File: config.mk
export PLATFORM = sky130hd
export DESIGN_NAME = izh_neuron_scheduler
export DESIGN_NICKNAME = d
export VERILOG_FILES = /design/src/rtl/izh_neuron_scheduler.sv
export SDC_FILE = /design/constraint.sdc
export NUM_CORES = 2
export LEC_CHECK = 0
export ABC_CLOCK_PERIOD_IN_PS = 11800
export CORE_MARGIN = 1
export CORE_UTILIZATION = 40
export CTS_CLUSTER_DIAMETER = 150
export DETAILED_ROUTE_END_ITERATION = 7
export SYNTH_ARGS = -nofsm -noshare
export SYNTH_HDL_FRONTEND = slang
export SYNTH_SLANG_ARGS = --single-unit
File: constraint.sdc
create_clock -name clk_i -period 11.8 [get_ports clk_i]
set_clock_uncertainty 0.15 [all_clocks]
set_input_delay 3.54 -clock clk_i [delete_from_list [all_inputs] [get_ports clk_i]]
set_output_delay 3.54 -clock clk_i [all_outputs]
set_load 0.01 [all_outputs]
File: src/rtl/izh_neuron_scheduler.sv
// Time-multiplexed Izhikevich neuron array: one shared 2.16 fixed-point update datapath
// sweeps every neuron once per tick, in ascending index order.
module izh_neuron_scheduler #(
    parameter int unsigned NUM_NEURONS = 4,
    parameter int unsigned AW          = $clog2(NUM_NEURONS)
) (
    input  logic                   clk_i,
    input  logic                   rst_ni,
    input  logic                   tick_i,
    input  logic                   clr_i,
    input  logic                   cfg_we_i,
    input  logic [AW-1:0]          cfg_addr_i,
    input  logic [2:0]             cfg_sel_i,
    input  logic [17:0]            cfg_wdata_i,
    output logic                   cfg_ready_o,
    output logic                   cfg_err_o,
    output logic                   busy_o,
    output logic                   step_done_o,
    output logic                   tick_overrun_o,
    output logic [NUM_NEURONS-1:0] spike_vec_o,
    input  logic [AW-1:0]          mon_sel_i,
    output logic [7:0]             mon_v_o
);

    localparam int N = int'(NUM_NEURONS);

    localparam logic signed [17:0] VRst   = 18'sh34CCD;
    localparam logic signed [17:0] URst   = 18'sh3CCCD;
    localparam logic signed [17:0] CRst   = 18'sh38000;
    localparam logic signed [17:0] DRst   = 18'sh0051E;
    localparam logic signed [17:0] VPeak  = 18'sh04CCC;
    localparam logic signed [17:0] KConst = 18'sh16666;

    typedef enum logic [1:0] {
        StIdle,
        StFetch,
        StCommit,
        StDone
    } state_e;

    state_e          state_q, state_d;
    logic [AW-1:0]   idx_q, idx_d;

    // Neuron state file and per-neuron configuration
    logic [17:0]     v_q [N];
    logic [17:0]     u_q [N];
    logic [3:0]      a_q [N];
    logic [3:0]      b_q [N];
    logic [17:0]     c_q [N];
    logic [17:0]     d_q [N];
    logic [7:0]      i_q [N];

    // Pipeline registers loaded in FETCH, consumed in COMMIT
    logic [17:0]     pv_q, pu_q, pc_q, pd_q;
    logic [3:0]      pa_q, pb_q;
    logic [7:0]      pi_q;

    logic [N-1:0]    acc_q;
    logic [N-1:0]    spike_q;
    logic            cfg_err_q;
    logic            overrun_q;
    logic [7:0]      mon_q;

    logic            busy;
    logic            cfg_acc;

    assign busy    = (state_q == StFetch) || (state_q == StCommit);
    assign cfg_acc = cfg_we_i && !busy && !clr_i;

    // ------------------------------------------------------------------
    // Sequencer
    // ------------------------------------------------------------------
    always_comb begin
        state_d = state_q;
        idx_d   = idx_q;
        unique case (state_q)
            StIdle: begin
                if (tick_i) begin
                    state_d = StFetch;
                    idx_d   = '0;
                end
            end
            StFetch: state_d = StCommit;
            StCommit: begin
                if (idx_q == AW'(NUM_NEURONS - 1)) begin
                    state_d = StDone;
                end else begin
                    idx_d   = idx_q + 1'b1;
                    state_d = StFetch;
                end
            end
            StDone:  state_d = StIdle;
            default: state_d = StIdle;
        endcase
        // Soft clear aborts any sweep and wins over a same-cycle tick
        if (clr_i) begin
            state_d = StIdle;
            idx_d   = '0;
        end
    end

    always_ff @(posedge clk_i or negedge rst_ni) begin
        if (!rst_ni) begin
            state_q <= StIdle;
            idx_q   <= '0;
        end else begin
            state_q <= state_d;
            idx_q   <= idx_d;
        end
    end

    // ------------------------------------------------------------------
    // Update datapath
    // ------------------------------------------------------------------
    logic signed [17:0] v_s, u_s, c_s, d_s;
    logic signed [35:0] prod;
    logic signed [17:0] vv, iw, v_sh2, u_sh2, iw_sh2, k_sh2, sum, v_new;
    logic signed [17:0] v_shb, du, u_new;
    logic signed [17:0] v_wr, u_wr;
    logic               spike;
    logic               unused_prod;

    assign v_s = $signed(pv_q);
    assign u_s = $signed(pu_q);
    assign c_s = $signed(pc_q);
    assign d_s = $signed(pd_q);

    assign prod        = v_s * v_s;
    assign vv          = {prod[35], prod[32:16]};
    assign unused_prod = ^{prod[34:33], prod[15:0]};
    assign iw          = {pi_q, 10'h000};

    assign v_sh2  = v_s >>> 2;
    assign u_sh2  = u_s >>> 2;
    assign iw_sh2 = iw >>> 2;
    assign k_sh2  = KConst >>> 2;
    assign sum    = vv + v_s + v_sh2 + k_sh2 - u_sh2 + iw_sh2;
    assign v_new  = v_s + (sum >>> 2);

    assign v_shb  = v_s >>> pb_q;
    assign du     = v_shb - u_s;
    assign u_new  = u_s + ((du >>> pa_q) >>> 4);

    assign spike  = v_s > VPeak;
    assign v_wr   = spike ? c_s : v_new;
    assign u_wr   = spike ? (u_s + d_s) : u_new;

    always_ff @(posedge clk_i or negedge rst_ni) begin
        if (!rst_ni) begin
            pv_q <= '0;
            pu_q <= '0;
            pa_q <= '0;
            pb_q <= '0;
            pc_q <= '0;
            pd_q <= '0;
            pi_q <= '0;
        end else if (state_q == StFetch) begin
            pv_q <= v_q[idx_q];
            pu_q <= u_q[idx_q];
            pa_q <= a_q[idx_q];
            pb_q <= b_q[idx_q];
            pc_q <= c_q[idx_q];
            pd_q <= d_q[idx_q];
            pi_q <= i_q[idx_q];
        end
    end

    // ------------------------------------------------------------------
    // Neuron state file: clear, write-back and config writes of v/u
    // ------------------------------------------------------------------
    always_ff @(posedge clk_i or negedge rst_ni) begin
        if (!rst_ni) begin
            for (int n = 0; n < N; n++) begin
                v_q[n] <= VRst;
                u_q[n] <= URst;
            end
        end else if (clr_i) begin
            for (int n = 0; n < N; n++) begin
                v_q[n] <= VRst;
                u_q[n] <= URst;
            end
        end else if (state_q == StCommit) begin
            v_q[idx_q] <= v_wr;
            u_q[idx_q] <= u_wr;
        end else if (cfg_acc) begin
            if (cfg_sel_i == 3'd4) v_q[cfg_addr_i] <= cfg_wdata_i;
            if (cfg_sel_i == 3'd5) u_q[cfg_addr_i] <= cfg_wdata_i;
        end
    end

    // Configuration survives a soft clear
    always_ff @(posedge clk_i or negedge rst_ni) begin
        if (!rst_ni) begin
            for (int n = 0; n < N; n++) begin
                a_q[n] <= 4'd1;
                b_q[n] <= 4'd2;
                c_q[n] <= CRst;
                d_q[n] <= DRst;
                i_q[n] <= '0;
            end
        end else if (cfg_acc) begin
            unique case (cfg_sel_i)
                3'd0: begin
                    a_q[cfg_addr_i] <= cfg_wdata_i[3:0];
                    b_q[cfg_addr_i] <= cfg_wdata_i[7:4];
                end
                3'd1:    c_q[cfg_addr_i] <= cfg_wdata_i;
                3'd2:    d_q[cfg_addr_i] <= cfg_wdata_i;
                3'd3:    i_q[cfg_addr_i] <= cfg_wdata_i[7:0];
                default: ;
            endcase
        end
    end

    // ------------------------------------------------------------------
    // Spike accumulation, status pulses and monitor
    // ------------------------------------------------------------------
    always_ff @(posedge clk_i or negedge rst_ni) begin
        if (!rst_ni) begin
            acc_q     <= '0;
            spike_q   <= '0;
            cfg_err_q <= 1'b0;
            overrun_q <= 1'b0;
        end else if (clr_i) begin
            acc_q     <= '0;
            spike_q   <= '0;
            cfg_err_q <= 1'b0;
            overrun_q <= 1'b0;
        end else begin
            cfg_err_q <= cfg_we_i && busy;
            overrun_q <= tick_i && (state_q != StIdle);
            if (state_q == StCommit && spike) begin
                acc_q[idx_q] <= 1'b1;
            end
            if (state_q == StDone) begin
                spike_q <= acc_q;
                acc_q   <= '0;
            end
        end
    end

    always_ff @(posedge clk_i or negedge rst_ni) begin
        if (!rst_ni) begin
            mon_q <= '0;
        end else begin
            mon_q <= v_q[mon_sel_i][17:10];
        end
    end

    assign busy_o         = busy;
    assign cfg_ready_o    = !busy;
    assign step_done_o    = (state_q == StDone);
    assign cfg_err_o      = cfg_err_q;
    assign tick_overrun_o = overrun_q;
    assign spike_vec_o    = spike_q;
    assign mon_v_o        = mon_q;

endmodule

==> flow_summary.yaml <==
outcome:
  outcome: "finished, final reports clean"
logic_synthesis:
  synth_xor_area_share_pct: 2.02
  ys_types: 91
  synthAdderAreaFrac_pct: 24.6
  postSynth.asyncResetShare_pct: 100
  synthFlopType: "dfrtp_1"
  syn_area_um2: 37900
  synth_fp_nets: 4202
  synth-seq-cells: 462
  avgSynthCellArea_um2: 10.4
  synth_cells: 3634
  synth_top_family_by_area: "adder cells"
  synth_edf_count: 0
  ys_warn_count: 0
  synth_compound_area_share_pct: 11.0
  synthMuxAreaShare_pct: 15.4
  synth-simple-area-share_pct: 8.65
  yosysSeqAreaShare_pct: 31.0
clocking:
  clk_latency_ps: 610
  holdBufCountCts: 0
  cts_buffers: 51
  cts_tree: "built"
  cts_sinks: 462
  clockBufferDepth: 3
  cts-root-buf: "clkbuf_16"
  clk_pin_slew_ps: 60
  htree_levels: 2
critical_path:
  crit_type: "reg -> reg"
  slowest_delay_ps: 580
  start_kind: "flip-flop"
  r2r-start: "pv_q[7]"
  cpMostUsedCell: "fa_1"
  ff2ff_path_depth: 42
  worstSetupStartpoint: "pv_q[7]"
  crit_fanout: 14
  cp_data_arrival_time_ps: 11760
  cp.required_ps: 12170
  cp-end-kind: "flip-flop"
  crit_slowest_cell: "fa_1"
placed_design:
  pre_cts_slack_ps: 209
  io_buffers: 46
  gp_congestion: 0.922
  dp_hpwl_um: 77800
floorplanning:
  dieArea_um2: 95900
  io_pins: 47
  rows: 112
  initial_core_util_pct: 40.5
  die_h_um: 310
  core_um2: 93500
  die_w_um: 310
route:
  vias: 26800
  drc_errors: 0
  routed_wl_um: 107000
  wl_per_cell_um: 21.7
  ant_nets: 0
  viasPerCell: 5.46
  drt-initial-drc-count: 1968
  firstDrtPassIters: 6
sta:
  setup_violations: 0
  fmax_ghz: 0.0877
  post-route-period-util_pct: 96.6
  maxSlewHeadroom_pct: 16.3
  hold_viol: 0
  worst_pin_slew_ps: 1250
  fin_crit_ps: 11400
  fin_ws_ps: 403
  finalMaxSlewViolations: 0
global_routing:
  gr-usage-all-layers_pct: 22.9
  gr-total-overflow: 0
  grt_pass1_wl_um: 168000
  grt_pass1_vias: 27700
  grt_max_degree: 139
  antenna_found_initial: 4
finish:
  fillerInstances: 8834
  diodes: 0
  final_common_cell: "inv_1"
  final_cell_mix: "508 x inv_1, 375 x nand2_1, 342 x fa_1"
  fin_util_pct: 44.6
  areaGrowthSynthToFinish_pct: 10.1
  finalNetCount: 4183
  drive_gt1_share_pct: 21.3
worst_hold_path:
  whs_path_depth: 2
  min-delay-start: "u_q[55]"
  hp-class: "reg -> reg"
flow_run:
  drv_cap: 0
per-stage QoR:
step	hold WS, ps	setup TNS [ps]	cells	area [um^2]
2_1_floorplan	283	0	3634	37900
3_3_place_gp	298	0	4804	39800
3_5_place_dp	310	0	4804	39800
4_1_cts	324	0	4900	41500
5_1_grt	338	-49.4	4912	41700
6_report	324	0	4912	41700
what timing repair did:
| action | CTS | global route |
|---|---|---|
| setup buffers | 0 | 12 |
| setup endpoints to repair | 0 | 28 |
| gates resized for setup | 0 | 37 |
| endpoints found under the hold margin | 0 | 0 |
worst paths after layout:
kind / end / slack (ps)
max in group asynchronous: pv_q[0] / 6940
worst min register to register: u_q[55] / 320
worst max register to register: v_q[71] / 400
min in group asynchronous: a_q[3] / 2840
worst min-delay path: u_q[55] / 320
worst max-delay path: v_q[71] / 400
synthesized netlist by cell type (34+ instances only):
master	number	share of area, %
dfrtp_1	334	22
mux2i_1	35	0.93
nor2_1	207	2.1
xnor2_1	60	1.4
nor3_1	35	0.46
a21boi_0	44	0.87
nand2_1	377	3.7
mux4_2	106	6.3
o31ai_1	37	0.73
fa_1	342	18
o21ai_0	196	2.6
ha_1	196	6.5
a21oi_1	132	1.7
a211oi_1	43	0.85
clkbuf_1	187	1.9
a21o_1	34	0.67
dfstp_2	128	8.9
inv_1	511	5.1
mux2_2	270	8.0
worst max-delay path: cells and delay by family, from the launching register on:
kind,cells,cell delay (ps)
and+or+nand+nor,6,1260
adders and majority gates,12,5270
xor gates and xnor gates,2,470
AOI/OAI and AO/OA,17,3240
buffers and inverters,5,430
DFF,1,420
sequential cells by signal (all words and copies together) (netlist names), 18 cells and up:
register	count
c_q	72
d_q	72
u_q	72
v_q	72
i_q	32
c_s	18
d_s	18
pu_q	18
pv_q	18
metal layers:
| layer | vias to the layer above | global-route usage, % | part of all wire, % |
|---|---|---|---|
| li1 | 12100 | - | - |
| met1 | 13700 | 32.6 | 45 |
| met2 | 820 | 37.1 | 47 |
| met3 | 150 | 2.79 | 6.1 |
| met4 | 2 | 5.92 | 2.4 |
| met5 | - | 0 | 0.012 |
area by class of cell:
type	instances	area (um^2)	share of cell area [%]
inverter	521	1970	4.73
clock inverter	12	129	0.309
timing repair buffer	144	1220	2.92
clock buffer	84	1580	3.79
tap	1254	1570	3.76
multi-input combinational	2435	23500	56.3
sequential	462	11700	28.2
cells by family (layout without fill, tap and decap cells):
| group | count (synthesis) | count (layout) |
|---|---|---|
| muxes | 414 | 414 |
| AOI/OAI and AO/OA | 643 | 643 |
| xor gates and xnor gates | 83 | 83 |
| and+or+nand+nor | 757 | 757 |
| buffers and inverters | 737 | 761 |
| adders and majority gates | 538 | 538 |
| DFF | 462 | 462 |
Power is not shown: default switching activity piles up to over one toggle a cycle in this logic, so the estimate is an artifact.
